## config.mk

```make
export PLATFORM = sky130hd
export DESIGN_NAME = alu_mul_sequencer_flat
export DESIGN_NICKNAME = d
export VERILOG_FILES = /design/src/rtl/alu_mul_sequencer_if.sv /design/src/rtl/alu_mul_sequencer.sv /design/src/flat_wrapper.sv
export SDC_FILE = /design/constraint.sdc
export NUM_CORES = 1
export LEC_CHECK = 0
export BUFFER_PORTS_ARGS = -buffer_cell sky130_fd_sc_hd__buf_2
export CORE_ASPECT_RATIO = 1.4
export CORE_MARGIN = 2
export CORE_UTILIZATION = 55
export DETAILED_ROUTE_END_ITERATION = 16
export PLACE_DENSITY = 0.84
export SLEW_MARGIN = 25
export SYNTH_ARGS = -nofsm -noshare
export SYNTH_HDL_FRONTEND = slang
export SYNTH_SLANG_ARGS = --single-unit
```

## constraint.sdc

```tcl
create_clock -name clk -period 4.5 [get_ports clk]
set_clock_uncertainty 0.05 [all_clocks]
set_input_delay 0.675 -clock clk [delete_from_list [all_inputs] [get_ports clk]]
set_output_delay 0.675 -clock clk [all_outputs]
set_load 0.05 [all_outputs]
```

## src/rtl/alu_mul_sequencer_if.sv

```systemverilog
// alu_mul_sequencer_if
//   Bundles the requester handshake and the ALU command/result signals used
//   by alu_mul_sequencer.
//   Parameter N : operand/product width (must match the ALU).
//   Requester side : start, a, b -> busy, done, product, ovf
//   ALU side       : alu_op1, alu_op2, alu_cmd -> alu_out, alu_over
//   Modports: slave  = the sequencer itself
//             master = requester plus ALU (whoever surrounds the sequencer)
interface alu_mul_sequencer_if #(
    parameter int N = 8
);
    logic         start;
    logic [N-1:0] a;
    logic [N-1:0] b;
    logic         busy;
    logic         done;
    logic [N-1:0] product;
    logic         ovf;
    logic [N-1:0] alu_op1;
    logic [N-1:0] alu_op2;
    logic [3:0]   alu_cmd;
    logic [N-1:0] alu_out;
    logic         alu_over;

    modport slave (
        input  start, a, b, alu_out, alu_over,
        output busy, done, product, ovf, alu_op1, alu_op2, alu_cmd
    );

    modport master (
        output start, a, b, alu_out, alu_over,
        input  busy, done, product, ovf, alu_op1, alu_op2, alu_cmd
    );
endinterface

```

## src/rtl/alu_mul_sequencer.sv

```systemverilog
// alu_mul_sequencer
//   Shift-and-add multiplier controller that time-shares one external
//   combinational ALU. Computes product = a*b truncated to N bits, with an
//   overflow flag that is set when the true product needs more than N bits.
// Ports
//   clk  : rising-edge clock
//   rst  : synchronous active-high reset; aborts any operation in flight
//   bus  : alu_mul_sequencer_if.slave
//          start/a/b in, busy/done/product/ovf out (requester side)
//          alu_op1/alu_op2/alu_cmd out, alu_out/alu_over in (ALU side)
// Build option
//   MUL_EARLY_EXIT_EN : when defined, the loop ends as soon as no multiplier
//   bits remain, so latency depends on the position of b's highest set bit.
//   Results are identical to the default fixed-latency build.
module alu_mul_sequencer #(
    parameter int N = 8
) (
    input  logic                  clk,
    input  logic                  rst,
    alu_mul_sequencer_if.slave    bus
);
    localparam int IW = (N > 1) ? $clog2(N) : 1;
    localparam logic [3:0] CMD_ADD = 4'd0;
    localparam logic [3:0] CMD_SHL = 4'd2;

    typedef enum logic [1:0] {IDLE, ADD, SHL, DONE} state_t;

    state_t        state;
    state_t        state_nxt;
    logic [N-1:0]  acc;
    logic [N-1:0]  ma;
    logic [N-1:0]  mb;
    logic [IW-1:0] iter;
    logic          ovf_int;
    logic [N-1:0]  product_r;
    logic          ovf_r;

    logic          busy_w;
    logic          done_w;
    logic [N-1:0]  op1_w;
    logic [N-1:0]  op2_w;
    logic [3:0]    cmd_w;
    logic          shl_last;
    logic          ovf_shl;

    // Shifting a set MSB out of ma only loses product bits if some higher
    // multiplier bit is still going to add the shifted value in later.
    assign ovf_shl = ovf_int | (ma[N-1] & ((mb >> 1) != '0));

`ifdef MUL_EARLY_EXIT_EN
    assign shl_last = (iter == IW'(N - 1)) || ((mb >> 1) == '0);
`else
    assign shl_last = (iter == IW'(N - 1));
`endif

    always_ff @(posedge clk) begin
        if (rst) begin
            state <= IDLE;
        end else begin
            state <= state_nxt;
        end
    end

    always_comb begin
        state_nxt = state;
        busy_w    = 1'b0;
        done_w    = 1'b0;
        op1_w     = '0;
        op2_w     = '0;
        cmd_w     = CMD_ADD;
        unique case (state)
            IDLE: begin
                if (bus.start) state_nxt = ADD;
            end
            ADD: begin
                busy_w    = 1'b1;
                cmd_w     = CMD_ADD;
                op1_w     = acc;
                op2_w     = ma;
                state_nxt = SHL;
            end
            SHL: begin
                busy_w    = 1'b1;
                cmd_w     = CMD_SHL;
                op1_w     = ma;
                op2_w     = N'(1);
                state_nxt = shl_last ? DONE : ADD;
            end
            DONE: begin
                done_w    = 1'b1;
                state_nxt = bus.start ? ADD : IDLE;
            end
            default: state_nxt = IDLE;
        endcase
    end

    always_ff @(posedge clk) begin
        if (rst) begin
            acc       <= '0;
            ma        <= '0;
            mb        <= '0;
            iter      <= '0;
            ovf_int   <= 1'b0;
            product_r <= '0;
            ovf_r     <= 1'b0;
        end else begin
            unique case (state)
                IDLE, DONE: begin
                    if (bus.start) begin
                        ma      <= bus.a;
                        mb      <= bus.b;
                        acc     <= '0;
                        ovf_int <= 1'b0;
                        iter    <= '0;
                    end
                end
                ADD: begin
                    // Skipped additions still burn the cycle so timing is
                    // independent of the multiplier's bit pattern.
                    if (mb[0]) begin
                        acc     <= bus.alu_out;
                        ovf_int <= ovf_int | bus.alu_over;
                    end
                end
                SHL: begin
                    ma      <= bus.alu_out;
                    mb      <= mb >> 1;
                    iter    <= iter + 1'b1;
                    ovf_int <= ovf_shl;
                    if (shl_last) begin
                        product_r <= acc;
                        ovf_r     <= ovf_shl;
                    end
                end
                default: ;
            endcase
        end
    end

    assign bus.busy    = busy_w;
    assign bus.done    = done_w;
    assign bus.product = product_r;
    assign bus.ovf     = ovf_r;
    assign bus.alu_op1 = op1_w;
    assign bus.alu_op2 = op2_w;
    assign bus.alu_cmd = cmd_w;
endmodule

```

## src/flat_wrapper.sv

```systemverilog
// flat-port wrapper written by rule: the top's interface ports become plain ports
module alu_mul_sequencer_flat 
#(
    parameter int N = 8
)
  (clk, rst, bus_start, bus_a, bus_b, bus_alu_out, bus_alu_over, bus_busy, bus_done, bus_product, bus_ovf, bus_alu_op1, bus_alu_op2, bus_alu_cmd);
  alu_mul_sequencer_if #(.N(N)) bus_i ();
  input  logic clk;
  input  logic rst;
  input wire logic [$bits(bus_i.start)-1:0] bus_start;
  input wire logic [$bits(bus_i.a)-1:0] bus_a;
  input wire logic [$bits(bus_i.b)-1:0] bus_b;
  input wire logic [$bits(bus_i.alu_out)-1:0] bus_alu_out;
  input wire logic [$bits(bus_i.alu_over)-1:0] bus_alu_over;
  output wire logic [$bits(bus_i.busy)-1:0] bus_busy;
  output wire logic [$bits(bus_i.done)-1:0] bus_done;
  output wire logic [$bits(bus_i.product)-1:0] bus_product;
  output wire logic [$bits(bus_i.ovf)-1:0] bus_ovf;
  output wire logic [$bits(bus_i.alu_op1)-1:0] bus_alu_op1;
  output wire logic [$bits(bus_i.alu_op2)-1:0] bus_alu_op2;
  output wire logic [$bits(bus_i.alu_cmd)-1:0] bus_alu_cmd;
  assign bus_i.start = bus_start;
  assign bus_i.a = bus_a;
  assign bus_i.b = bus_b;
  assign bus_i.alu_out = bus_alu_out;
  assign bus_i.alu_over = bus_alu_over;
  assign bus_busy = bus_i.busy;
  assign bus_done = bus_i.done;
  assign bus_product = bus_i.product;
  assign bus_ovf = bus_i.ovf;
  assign bus_alu_op1 = bus_i.alu_op1;
  assign bus_alu_op2 = bus_i.alu_op2;
  assign bus_alu_cmd = bus_i.alu_cmd;
  alu_mul_sequencer #(.N(N)) u_core (.clk(clk), .rst(rst), .bus(bus_i));
endmodule
```

==> results of run 1 <==
[sequential cells by signal (all words and copies together), names as in the netlist]
signal and flops:
u_core.acc 8, u_core.bus.product 8, u_core.state 2, u_core.bus.ovf 1, u_core.ma 8, u_core.iter 3
u_core.mb 8, u_core.ovf_int 1
[worst max-delay path by stage]
stage,startpoint,end,cells past startpoint
6_report,u_core.state[0],bus_alu_op1[4],6
5_1_grt,u_core.state[0],bus_alu_op1[4],6
4_1_cts,u_core.state[0],bus_alu_op1[4],6
3_5_place_dp,u_core.state[0],bus_alu_op1[4],6
3_3_place_gp,u_core.state[0],bus_alu_op1[4],6
2_1_floorplan,u_core.state[0],bus_alu_op1[0],6
[power breakdown]
group / leakage (nW) / switching (mW) / total [mW] / internal, mW
sequential: 0.318 / 0.0340 / 0.417 / 0.383
combinational: 0.644 / 0.228 / 0.347 / 0.119
clock: 0.0612 / 0.122 / 0.301 / 0.179
total: 1.02 / 0.384 / 1.06 / 0.681
[area by class of cell]
class | instances | area (sq um) | share of cell area, %
clock buffer | 6 | 82.6 | 3.43
clock inverter | 2 | 35.0 | 1.45
inverter | 3 | 11.3 | 0.467
multi-input combinational | 167 | 1160 | 48.3
sequential | 39 | 781 | 32.4
tap | 42 | 52.6 | 2.18
timing repair buffer | 56 | 283 | 11.7
[placed cells by master, fill, tap and decap left out, types with 3 or more instances in the layout]
| master | netlist | routed |
|---|---|---|
| ha_1 | 7 | 7 |
| nor2_1 | 20 | 20 |
| conb_1 | 1 | 3 |
| a22oi_1 | 8 | 8 |
| inv_1 | 3 | 3 |
| dfxtp_1 | 39 | 39 |
| nand2_1 | 27 | 27 |
| a21oi_1 | 19 | 19 |
| buf_2 | 7 | 55 |
| nor2b_1 | 12 | 12 |
| mux2i_1 | 16 | 16 |
| and3_1 | 7 | 7 |
| o31ai_1 | 9 | 9 |
| clkbuf_8 | 0 | 6 |
| a211oi_2 | 15 | 15 |
[cells by family after synthesis]
family,count (synthesis)
compound gates,61
fa+ha+maj,7
buf+inv,27
flops,39
mux,18
other cells,1
simple gates,78
[layer usage]
| metal | track usage [%] | share of wire, % | wire, microns |
|---|---|---|---|
| met1 | 29.8 | 42 | 1960 |
| met2 | 39.5 | 51 | 2430 |
| met3 | 5.56 | 6.2 | 294 |
| met4 | 7.14 | 0.85 | 40 |
| met5 | 0 | 0 | 0 |
[worst max-delay path, cell delays in order, from the launching register on]
cell,delay [ns]
dfxtp_1,0.37
inv_1,0.12
ha_1,0.68
buf_4,0.38
a22oi_1,0.10
nor2b_1,0.13
buf_2,0.27
==> impl_metrics.ini, run 1 <==
[route]
avgViaCountPerCell = 5.78
routed_wl_microns = 4720
wl_per_cell_microns = 15.0
dr.first_iter.drc_count = 68
vias = 1820
drc = 0
firstDrtPassIters = 4
ant_nets = 0

[yosys]
synth_warnings = 0
synth_cell_types = 37
synth_compound_area_share_pct = 23.6
yosys.area_share.simple_pct = 18.0
ys_seq_elements = 39
synthArstFlopShare_pct = 0
synth_top_area_cell = dfxtp_1
synth-xor-area-share_pct = 0
synth_cells = 231
yosys-top-cells-count = dfxtp_1, nand2_1, nor2_1
synth_fa_ha_area_share_pct = 4.16
syn_area_sq_mm = 0.00210
synth_area_leaders = dfxtp_1, a211oi_2, mux2i_1
synth_area_per_cell_sq_um = 9.11
synth-edff-count = 0
ys_seq_area_share_pct = 37.1
synth_flop_cell = dfxtp_1
synth_top_cell_area_share_pct = 37.1
synthMuxAreaShare_pct = 9.04
synth_most_common_cell = dfxtp_1
synth_top_family_by_area = compound AO/OA/AOI/OAI gates

[power]
p_leak_nw = 1.02
power.density_mw_per_mm2 = 442
p_total_mw = 1.06
peakVddDrop_uv = 415

[setup_path]
r2r-start = u_core.state[0]
crit_required_ns = 3.77
critPathKind = reg2out
cp_max_fo = 18
cp-start-kind = register
rrSetupSlack_ns = 2.04
cp.arrival_ns = 2.34
reg2reg_depth = 6
reg2reg_to = u_core.iter[0]
cp-end-kind = output port

[placed_design]
post-place-ws_ns = 1.79
dp_cells = 307
gp_congestion = 0.763
io_buffers = 55
place_area_sq_mm = 0.00229
hpwl_microns = 3370

[global_route]
grt_pass1_vias = 1693
grt_max_degree = 40
antenna_found_initial = 0
grt_overflow = 0
track_usage_pct = 23.6
grt_first_pass_wirelength_microns = 8090

[run]
drv_cap = 0

[cts]
clock-sinks = 39
ctsHtreeMaxLevel = 2
numCtsBuffers = 5
postCtsHoldBufs = 0
cts_tree = done
postCtsSetupBuffers = 0
path_clk_slew_ns = 0.08
cts_resized = 0
clk_latency_ns = 0.29
clockRootBuffer = clkbuf_8
clockBufferDepth = 2

[hold_path]
min_from = u_core.bus.product[6]
hold_path.class = reg2reg
hold_depth = 2
hold_path_end = u_core.bus.product[6]

[sta]
rsz0062_at_grt = no
hold_violations = 0
worst_pin_slew_ns = 0.865
layout_min_cycle_time_ns = 3.06
fin_crit_sh_pct = 68.1
finalWorstSetupSlack_ns = 1.44
max-slew-margin-rel_pct = 42.3
drv_slew = 0
fin_setup_tns_ns = 0
holdWs_ns = 0.402
setup_viol = 0
fmax_mhz = 326

[die]
core_area_sq_mm = 0.00368
boundaryPins = 59
dieArea_sq_mm = 0.00434
die_w_microns = 56.3
start_util_pct = 57.2
row_count = 26
die_h_microns = 77.2

[final_layout]
fillCellCount = 311
drive_above_1_share_pct = 31.1
final_util_pct = 65.6
stdcell_count = 315
area_growth_pct = 14.5
diodes = 0
fin_area_sq_mm = 0.00241
final_nets = 307

[outcome]
status = completed
Power figures use the tool's default switching activity.
==> inputs of run 2 (changes only) <==
- ABC_AREA: unset -> 1
- CORE_UTILIZATION: 55 -> 51
- PLACE_DENSITY: 0.84 -> 0.79
- clock period: 4.5 -> 2.85 ns (I/O delays scaled with it)
==> run 2 against run 1 <==
  * Flip-flop and latch count is the same
  * Total power grew 77%
  * Area after synthesis shrank 4.2%
  * Largest cell class unchanged
  * Final area shrank 2.0%
  * Sequential share of layout area grew 0.67 points
  * Routed wire length shrank 4.5%
  * Register-to-register slack lost 1.5 ns
  * Critical path type unchanged
  * Global-route usage shrank 1.6 points
  * Count of clock-buffer cells in the layout grew 1
  * Synthesized cell count grew 14%
  * First-iteration DRC count shrank 1.5%
==> impl_metrics.ini, run 2 <==
[cts]
postCtsSetupBuffers = 0
ctsHtreeMaxLevel = 2
cts_tree = done
clock-sinks = 39
postCtsHoldBufs = 0
clockBufferDepth = 2
clockRootBuffer = clkbuf_8
cts_resized = 0
clk_latency_ns = 0.30
numCtsBuffers = 5
path_clk_slew_ns = 0.08

[route]
dr.first_iter.drc_count = 67
drc = 0
ant_nets = 0
wl_per_cell_microns = 12.6
avgViaCountPerCell = 5.24
firstDrtPassIters = 4
vias = 1875
routed_wl_microns = 4510

[final_layout]
mostFrequentLayoutCells = nand2_1, buf_2, dfxtp_1
stdcell_count = 358
fillCellCount = 387
area_growth_pct = 17.1
layout.area.seq_sq_um = 781
fin_area_sq_mm = 0.00236
multi_input_area_sq_mm = 0.00104
final_nets = 349
drive_above_1_share_pct = 27.6
diodes = 0
mostFrequentLayoutCell = nand2_1

[global_route]
grt_overflow = 0
grt_pass1_vias = 1823
track_usage_pct = 21.9
grt_first_pass_wirelength_microns = 7750
grt_max_degree = 40
antenna_found_initial = 0

[yosys]
synth_fa_ha_area_share_pct = 4.34
synthMuxAreaShare_pct = 0
synth_area_leaders = dfxtp_1, nand2_1, a311oi_2
synth_flop_cell = dfxtp_1
synth_top_cell_area_share_pct = 38.7
ys_seq_area_share_pct = 38.7
synthArstFlopShare_pct = 0
synth_warnings = 0
ys_seq_elements = 39
synth-edff-count = 0
synth_compound_area_share_pct = 23.0
yosys.area_share.simple_pct = 23.7
synth_top_area_cell = dfxtp_1
synth_most_common_cell = nand2_1
synth_cell_types = 24
syn_area_sq_mm = 0.00202
yosys-top-cells-count = nand2_1, dfxtp_1, nor2_1
synth-xor-area-share_pct = 0
synth_area_per_cell_sq_um = 7.64
synth_top_family_by_area = simple AND/OR/NAND/NOR gates
synth_cells = 264

[setup_path]
crit_required_ns = 2.37
critPathBufInv = 2
worst_path_max_delay_cell = ha_1
cp.arrival_ns = 2.17
crit_chain = inv_1 -> ha_1 -> nand2_1 -> o21ai_1 -> buf_2
cp_top_family = adder cells
cp-start-kind = register
cp_max_fo = 12
cp_slowest_stage_delay_ns = 0.56
cp-end-kind = output port
critPathKind = reg2out

[sta]
fin_crit_sh_pct = 92.7
holdWs_ns = 0.338
worst_pin_slew_ns = 0.848
hold_violations = 0
setup_viol = 0
drv_slew = 0
rsz0062_at_grt = no
layout_min_cycle_time_ns = 2.64
fmax_mhz = 378
max-slew-margin-rel_pct = 43.4

[die]
dieArea_sq_mm = 0.00448
die_w_microns = 57.2
start_util_pct = 52.4
boundaryPins = 59
row_count = 27
die_h_microns = 78.4
core_area_sq_mm = 0.00385

[placed_design]
io_buffers = 55
place_area_sq_mm = 0.00226
hpwl_microns = 3390
dp_cells = 350
gp_congestion = 0.886

[hold_path]
hold_path.class = in2reg

[power]
peakVddDrop_uv = 637
power.density_mw_per_mm2 = 800
p_leak_nw = 1.04
p_total_mw = 1.89

[run]
drv_cap = 0

[outcome]
status = completed
-- run 2: cell types whose count changed after synthesis, moves of 5 or more --
cell / previous run / this run
o21ai_0: 1 / 12
mux2i_1: 16 / 0
a21oi_1: 19 / 24
inv_1: 3 / 19
a211oi_2: 15 / 1
nand3_1: 2 / 7
nor2_1: 20 / 31
nand2_1: 27 / 81
a22oi_1: 8 / 0
and3_1: 7 / 0
a311oi_2: 0 / 15
nor2b_1: 12 / 0
o31ai_1: 9 / 0
-- run 2: metrics by stage --
stage               worst slack (ns)  TNS, ns  utilization (%)
finish                         0.207        0             61.3
global route                 0.00981        0             61.3
CTS                            0.176        0             61.3
detailed placement             0.560        0             58.6
global placement               0.606        0             58.6
floorplan                     -0.134   -0.936                -
-- run 2: where the power goes --
group / switching [mW] / internal (mW)
Clock: 0.197 / 0.220
Combinational: 0.528 / 0.225
Sequential: 0.0704 / 0.648
Total: 0.795 / 1.09
-- run 2: worst reg2reg max path, delay by kind of cell (launching register included) --
family,cells,cell delay (ns)
buffers and inverters,3,0.82
AND/OR/NAND/NOR,2,0.40
adder cells (fa/ha/maj),1,0.44
AO/OA/AOI/OAI,1,0.14
flip-flops,1,0.36
-- run 2: area by class of cell --
class / instances / share of cell area (%)
Timing Repair Buffer: 57 / 12.3
Tap cell: 43 / 2.28
Sequential cell: 39 / 33.1
Multi-Input combinational cell: 188 / 44.1
Clock buffer: 7 / 4.08
Clock inverter: 1 / 0.318
Inverter: 23 / 3.87
-- run 2: cells by family after synthesis --
family,after synthesis
AOI/OAI and AO/OA,57
adders and majority gates,7
buffers and inverters,39
DFF,39
other,1
and+or+nand+nor,121
-- run 2: final timing paths --
kind	start	endpoint	slack, ns	cells after the start
min reg2reg	u_core.bus.product[4]	u_core.bus.product[4]	0.41	2
min	bus_alu_out[4]	u_core.acc[4]	0.34	3
max reg2reg	u_core.state[0]	u_core.iter[1]	0.58	7
max	u_core.state[0]	bus_alu_op2[0]	0.21	5
-- run 2: routing by layer --
| metal | GRT usage, % | up-vias | wire [microns] |
|---|---|---|---|
| met4 | 10.7 | 0 | 119 |
| met3 | 5.11 | 13 | 243 |
| met2 | 37.7 | 61 | 2340 |
| li1 | - | 953 | - |
| met5 | 0 | - | 0 |
| met1 | 25.1 | 848 | 1810 |
